`config.mk`:
```
export PLATFORM = sky130hd
export DESIGN_NAME = nw_phase_sequencer
export DESIGN_NICKNAME = d
export VERILOG_FILES = /design/src/rtl/nw_phase_sequencer.sv
export SDC_FILE = /design/constraint.sdc
export NUM_CORES = 1
export LEC_CHECK = 0
export ABC_AREA = 1
export CORE_ASPECT_RATIO = 0.75
export CORE_MARGIN = 2
export CORE_UTILIZATION = 29
export DETAILED_ROUTE_END_ITERATION = 16
export PLACE_DENSITY = 0.46
export SKIP_CTS_REPAIR_TIMING = 1
export SLEW_MARGIN = 10
export SYNTH_ARGS = -nofsm -noshare
export SYNTH_HDL_FRONTEND = slang
export SYNTH_SLANG_ARGS = --single-unit
```
`constraint.sdc`:
```
create_clock -name clk -period 2.52 [get_ports clk]
set_input_delay 0.378 -clock clk [delete_from_list [all_inputs] [get_ports clk]]
set_output_delay 0.378 -clock clk [all_outputs]
set_load 0.02 [all_outputs]
```
`src/rtl/nw_phase_sequencer.sv`:
```
// nw_phase_sequencer: handshake-driven phase controller for the Needleman-Wunsch
// datapath. It walks an N x M matrix cell by cell (READ -> INS -> NEXT), then runs
// traceback. A watchdog traps stalled handshakes in a sticky ERR state.
module nw_phase_sequencer #(
    parameter int N          = 5,
    parameter int M          = 5,
    parameter int INS_CYCLES = 4,
    parameter int TIMEOUT    = 255,
    parameter int IW         = $clog2(N + 1) + 1,
    parameter int JW         = $clog2(M + 1) + 1
) (
    input  logic               clk,
    input  logic               rst,
    input  logic               start,
    input  logic               abort,
    input  logic               end_init,
    input  logic               calculated,
    input  logic               end_c,
    output logic               en_init,
    output logic               en_read,
    output logic               en_ins,
    output logic               we,
    output logic               change_index,
    output logic               en_traceB,
    output logic [IW-1:0]      i_cur,
    output logic [JW-1:0]      j_cur,
    output logic [IW+JW-1:0]   cells_done,
    output logic               busy,
    output logic               done,
    output logic               error
);

    localparam int CW  = IW + JW;
    localparam int WDW = (TIMEOUT < 2) ? 1 : $clog2(TIMEOUT + 1);
    localparam int ICW = (INS_CYCLES < 2) ? 1 : $clog2(INS_CYCLES + 1);

    typedef enum logic [2:0] {
        IDLE  = 3'd0,
        INIT  = 3'd1,
        READ  = 3'd2,
        INS   = 3'd3,
        NEXT  = 3'd4,
        TRACE = 3'd5,
        DONE  = 3'd6,
        ERR   = 3'd7
    } state_t;

    state_t           state;
    state_t           next_state;
    logic [WDW-1:0]   wd_cnt;
    logic [ICW-1:0]   ins_cnt;
    logic             wd_expire;
    logic             ins_last;
    logic             last_cell;
    logic             row_end;
    logic             reinit;
    logic             wd_active;

    assign wd_expire = (wd_cnt == WDW'(TIMEOUT - 1));
    assign ins_last  = (ins_cnt == ICW'(INS_CYCLES - 1));
    assign row_end   = (j_cur == JW'(M));
    assign last_cell = (i_cur == IW'(N)) && row_end;
    assign wd_active = (state == INIT) || (state == READ) || (state == TRACE);

    // Counters restart on abort and on every fresh run launched from IDLE or DONE.
    assign reinit = ((next_state == IDLE) && (state != IDLE)) ||
                    ((next_state == INIT) && ((state == IDLE) || (state == DONE)));

    // State register.
    always_ff @(posedge clk or posedge rst) begin
        if (rst) begin
            state <= IDLE;
        end else begin
            state <= next_state;
        end
    end

    // Next-state decode; handshakes are tested before watchdog expiry so a
    // handshake arriving on the expiry edge still wins.
    always_comb begin
        next_state = state;
        if (abort) begin
            next_state = IDLE;
        end else begin
            unique case (state)
                IDLE: begin
                    if (start) next_state = INIT;
                end
                INIT: begin
                    if (end_init)       next_state = READ;
                    else if (wd_expire) next_state = ERR;
                end
                READ: begin
                    if (calculated)     next_state = READ == READ ? INS : INS;
                    else if (wd_expire) next_state = ERR;
                end
                INS: begin
                    if (ins_last) next_state = last_cell ? TRACE : NEXT;
                end
                NEXT: begin
                    next_state = READ;
                end
                TRACE: begin
                    if (end_c)          next_state = DONE;
                    else if (wd_expire) next_state = ERR;
                end
                DONE: begin
                    if (start) next_state = INIT;
                end
                ERR: begin
                    next_state = ERR;
                end
                default: next_state = IDLE;
            endcase
        end
    end

    // Watchdog: counts cycles spent waiting on a handshake, cleared on any state change.
    always_ff @(posedge clk or posedge rst) begin
        if (rst) begin
            wd_cnt <= '0;
        end else if ((next_state != state) || !wd_active) begin
            wd_cnt <= '0;
        end else begin
            wd_cnt <= wd_cnt + WDW'(1);
        end
    end

    // Insertion hold counter: runs only while INS continues into INS.
    always_ff @(posedge clk or posedge rst) begin
        if (rst) begin
            ins_cnt <= '0;
        end else if ((state == INS) && (next_state == INS)) begin
            ins_cnt <= ins_cnt + ICW'(1);
        end else begin
            ins_cnt <= '0;
        end
    end

    // Cell index and fill-count tracking; abort/restart reinitialise first.
    always_ff @(posedge clk or posedge rst) begin
        if (rst) begin
            i_cur      <= IW'(1);
            j_cur      <= JW'(1);
            cells_done <= '0;
        end else if (reinit) begin
            i_cur      <= IW'(1);
            j_cur      <= JW'(1);
            cells_done <= '0;
        end else if (!abort) begin
            if ((state == INS) && ins_last) begin
                cells_done <= cells_done + CW'(1);
            end
            if (state == NEXT) begin
                if (row_end) begin
                    j_cur <= JW'(1);
                    i_cur <= i_cur + IW'(1);
                end else begin
                    j_cur <= j_cur + JW'(1);
                end
            end
        end
    end

    // Registered Moore outputs decoded from the state being entered, so they
    // change on the same edge as the state itself.
    always_ff @(posedge clk or posedge rst) begin
        if (rst) begin
            en_init      <= 1'b0;
            en_read      <= 1'b0;
            en_ins       <= 1'b0;
            we           <= 1'b0;
            change_index <= 1'b0;
            en_traceB    <= 1'b0;
            busy         <= 1'b0;
            done         <= 1'b0;
            error        <= 1'b0;
        end else begin
            en_init      <= (next_state == INIT);
            en_read      <= (next_state == READ);
            en_ins       <= (next_state == INS);
            we           <= (next_state == INIT) || (next_state == INS);
            change_index <= (next_state == NEXT);
            en_traceB    <= (next_state == TRACE);
            busy         <= (next_state == INIT) || (next_state == READ) ||
                            (next_state == INS)  || (next_state == NEXT) ||
                            (next_state == TRACE);
            done         <= (next_state == DONE);
            error        <= (next_state == ERR);
        end
    end

endmodule

```
==> metrics <==
slew margin rel.=about 67%; Nets=316; max incr delay on CP=0.60 ns; register bit total from synthesis=39; effective utilization at floorplan=roughly 30%; CTS max path bufs=2; Critical Path Most Common Cell=nand2_1; placed instance area=approximately 2600 µm²; hold path depth=1; Post-Syn Area=between 2000 and 2500 µm²; pwr dens=951.4 nW/µm²; Synth async-reset ratio=between 90% and 100%; share of layout cells above drive strength 1=about 10%; Post-synth EDFFs=0; final setup fails=0; clock sink count=39; post-route cell area=~2700 µm²; HP Start=ins_cnt[0]; aggregate global-route resource usage=between 10% and 20%; cell chain of the critical path=ha_1 -> nand2_1 -> nor2_1 -> nand3b_1 -> nand3_1 -> nor2_2 -> nor2_4 -> nand4_4 -> nand2_4 -> nor2_1 -> nand2_1 -> nand2_1; Mean Syn Cell Area=slightly above 8 µm²; syn_nets=between 200 and 300; Die Y=between 70 and 80 µm; worst reg2reg path startpoint=j_cur[0]; antenna-violating nets left=0; Avg WL per Cell=11.41 µm; vias after detailed routing=between 1.5k and 2k; most common cell after layout, fill and taps aside=nand2_1; number of remaining DRC errors=0; WL final=about 4.6 mm; first-pass GRT wire length=7.997 mm; unrepaired setup endpoints after global routing=false; GR Overflow Total=0; Worst-Skew Late Latency=between 0.2 and 0.3 ns; Clock Skews=slightly below 0.003 ns; # H-tree levels=2; synthesized instance count=roughly 260; die width=slightly above 100 µm; Leak=about 0.0013 µW; worst-margin pin slew=between 0.4 and 0.5 ns; TNS Setup=0 ns; Final Cycle Share=85.04%; crit path max-delay cell type=dfstp_2; Max Fanout on Critical Path=14; total of max-cap violations=0; DRT Pass-1 Iters=4; gpl congestion=between 0.8 and 0.9; WS Path Type=reg2reg; yosys warns=0; ys flop type=dfrtp_1; dpl hpwl=around 3.4 mm; I/O pin total=32; status=completed; Core ar.=between 7000 and 8000 µm²; antenna violations before repair=0; sequential area share after synthesis=45.28%; initial DRC count=100; post-layout min period=about 2.1 ns; endpoint class of the critical path=register; crit start category=register; Power Total=between 2000 and 3000 µW; Clock Pin Slew Worst Setup and Hold Paths=0.07 ns; worst path required time=approximately 2.7 ns; end of the worst hold path=ins_cnt[0]; CTS Root Cell=clkbuf_8; Fmax achieved=~0.47 GHz; Layout area overhead=24.09%; vias in the first global route=around 1.7k; area of the die=about 8200 µm²; Worst IR Drop VDD=just under 0.5 mV; FF-to-FF End=j_cur[3]; largest net degree at the start of global routing=40; number of cell rows=27; Num CTS Buffers=5; via-per-instance ratio=approximately 4.3; Reg2Reg Setup Slack=between 0.3 and 0.4 ns; Synth cell types=29; WP data arrival=2.32 ns; final hold violation count=0; input/output buffers=31; Antenna Cells=0; r2r worst-path depth=12; Final Max Slew Viols=0; commonest cells after routing, fill and taps aside=57 x nand2_1, 44 x nor2_1, 37 x dfrtp_1; CTS tree=yes; Tightest Hold Check Type=reg2reg
==> worst max path at each step <==
stage | startpoint | slack, ns | end | depth (start not counted)
after CTS | j_cur[0] | 0.32 | j_cur[2] | 12
final | j_cur[0] | 0.38 | j_cur[3] | 12
after floorplan | j_cur[0] | 0.47 | i_cur[3] | 13
after global placement | start | 0.37 | j_cur[2] | 10
after global routing | state[0] | 0.10 | j_cur[1] | 12
after detailed placement | start | 0.33 | j_cur[1] | 10
==> metrics by stage <==
stage                     std cells  util (%)  hold WS, ns  setup slack, ns
after floorplan                 262         -       0.4096           0.4737
after global placement          394     35.55       0.4273           0.3672
after detailed placement        394     35.55       0.4363           0.3257
after CTS                       401     36.75       0.4461           0.3180
after global routing            401     36.75       0.4526           0.1003
final                           401     36.75       0.4396           0.3771
==> cell families (layout without fill, tap and decap cells) <==
family,count (synthesis),in the layout,synth area share (%)
fa+ha+maj,9,9,5.211
compound gates,14,14,4.053
simple gates,147,147,32.48
flops,39,39,45.28
xor+xnor,14,14,5.674
buf+inv,39,77,7.296
==> registers in the layout, indices dropped and copies added (netlist names) <==
register and count:
busy 1, cells_done 8, change_index 1, done 1, en_init 1, en_ins 1
en_read 1, en_traceB 1, error 1, i_cur 4, ins_cnt 3, j_cur 4
state 3, wd_cnt 8, we 1
==> report_power, final <==
group | internal [µW] | switching [µW]
Sequential | 749 | 131
Clock | 215 | 206
Combinational | 450 | 800
Total | 1410 | 1140
==> cell usage after synthesis, types with 5 or more instances <==
cell type	instances	area share (%)
nand2_1	57	9.9
nor2_1	44	7.6
dfrtp_1	37	43
inv_1	34	5.9
nand3_1	18	4.2
xor2_1	10	4.1
ha_1	9	5.2
a21oi_1	7	1.6
nor2_2	5	1.4
==> critical path: cells and delay by family (launching register included) <==
family        cells  cell delay, ns
simple gates     11            1.27
flops             1            0.60
fa+ha+maj         1            0.16
==> routing by layer <==
layer / global-route usage (%) / up-vias / wire length (µm)
met4: 3.243 / 0 / 33
met5: 0 / - / 0
met3: 3.448 / 5 / 193
li1: - / 903 / -
met2: 18.48 / 27 / 1913
met1: 17.17 / 799 / 2436
==> cell type report <==
| class | instances | area [µm²] |
|---|---|---|
| clock inverter | 1 | 5.005 |
| timing repair buffer | 33 | 325.3 |
| inverter | 37 | 138.9 |
| sequential | 39 | 978.4 |
| fill | 784 | 4616 |
| clock buffer | 6 | 82.58 |
| tap | 101 | 126.4 |
| multi-input combinational | 184 | 1025 |
Power figures use the tool's default switching activity.
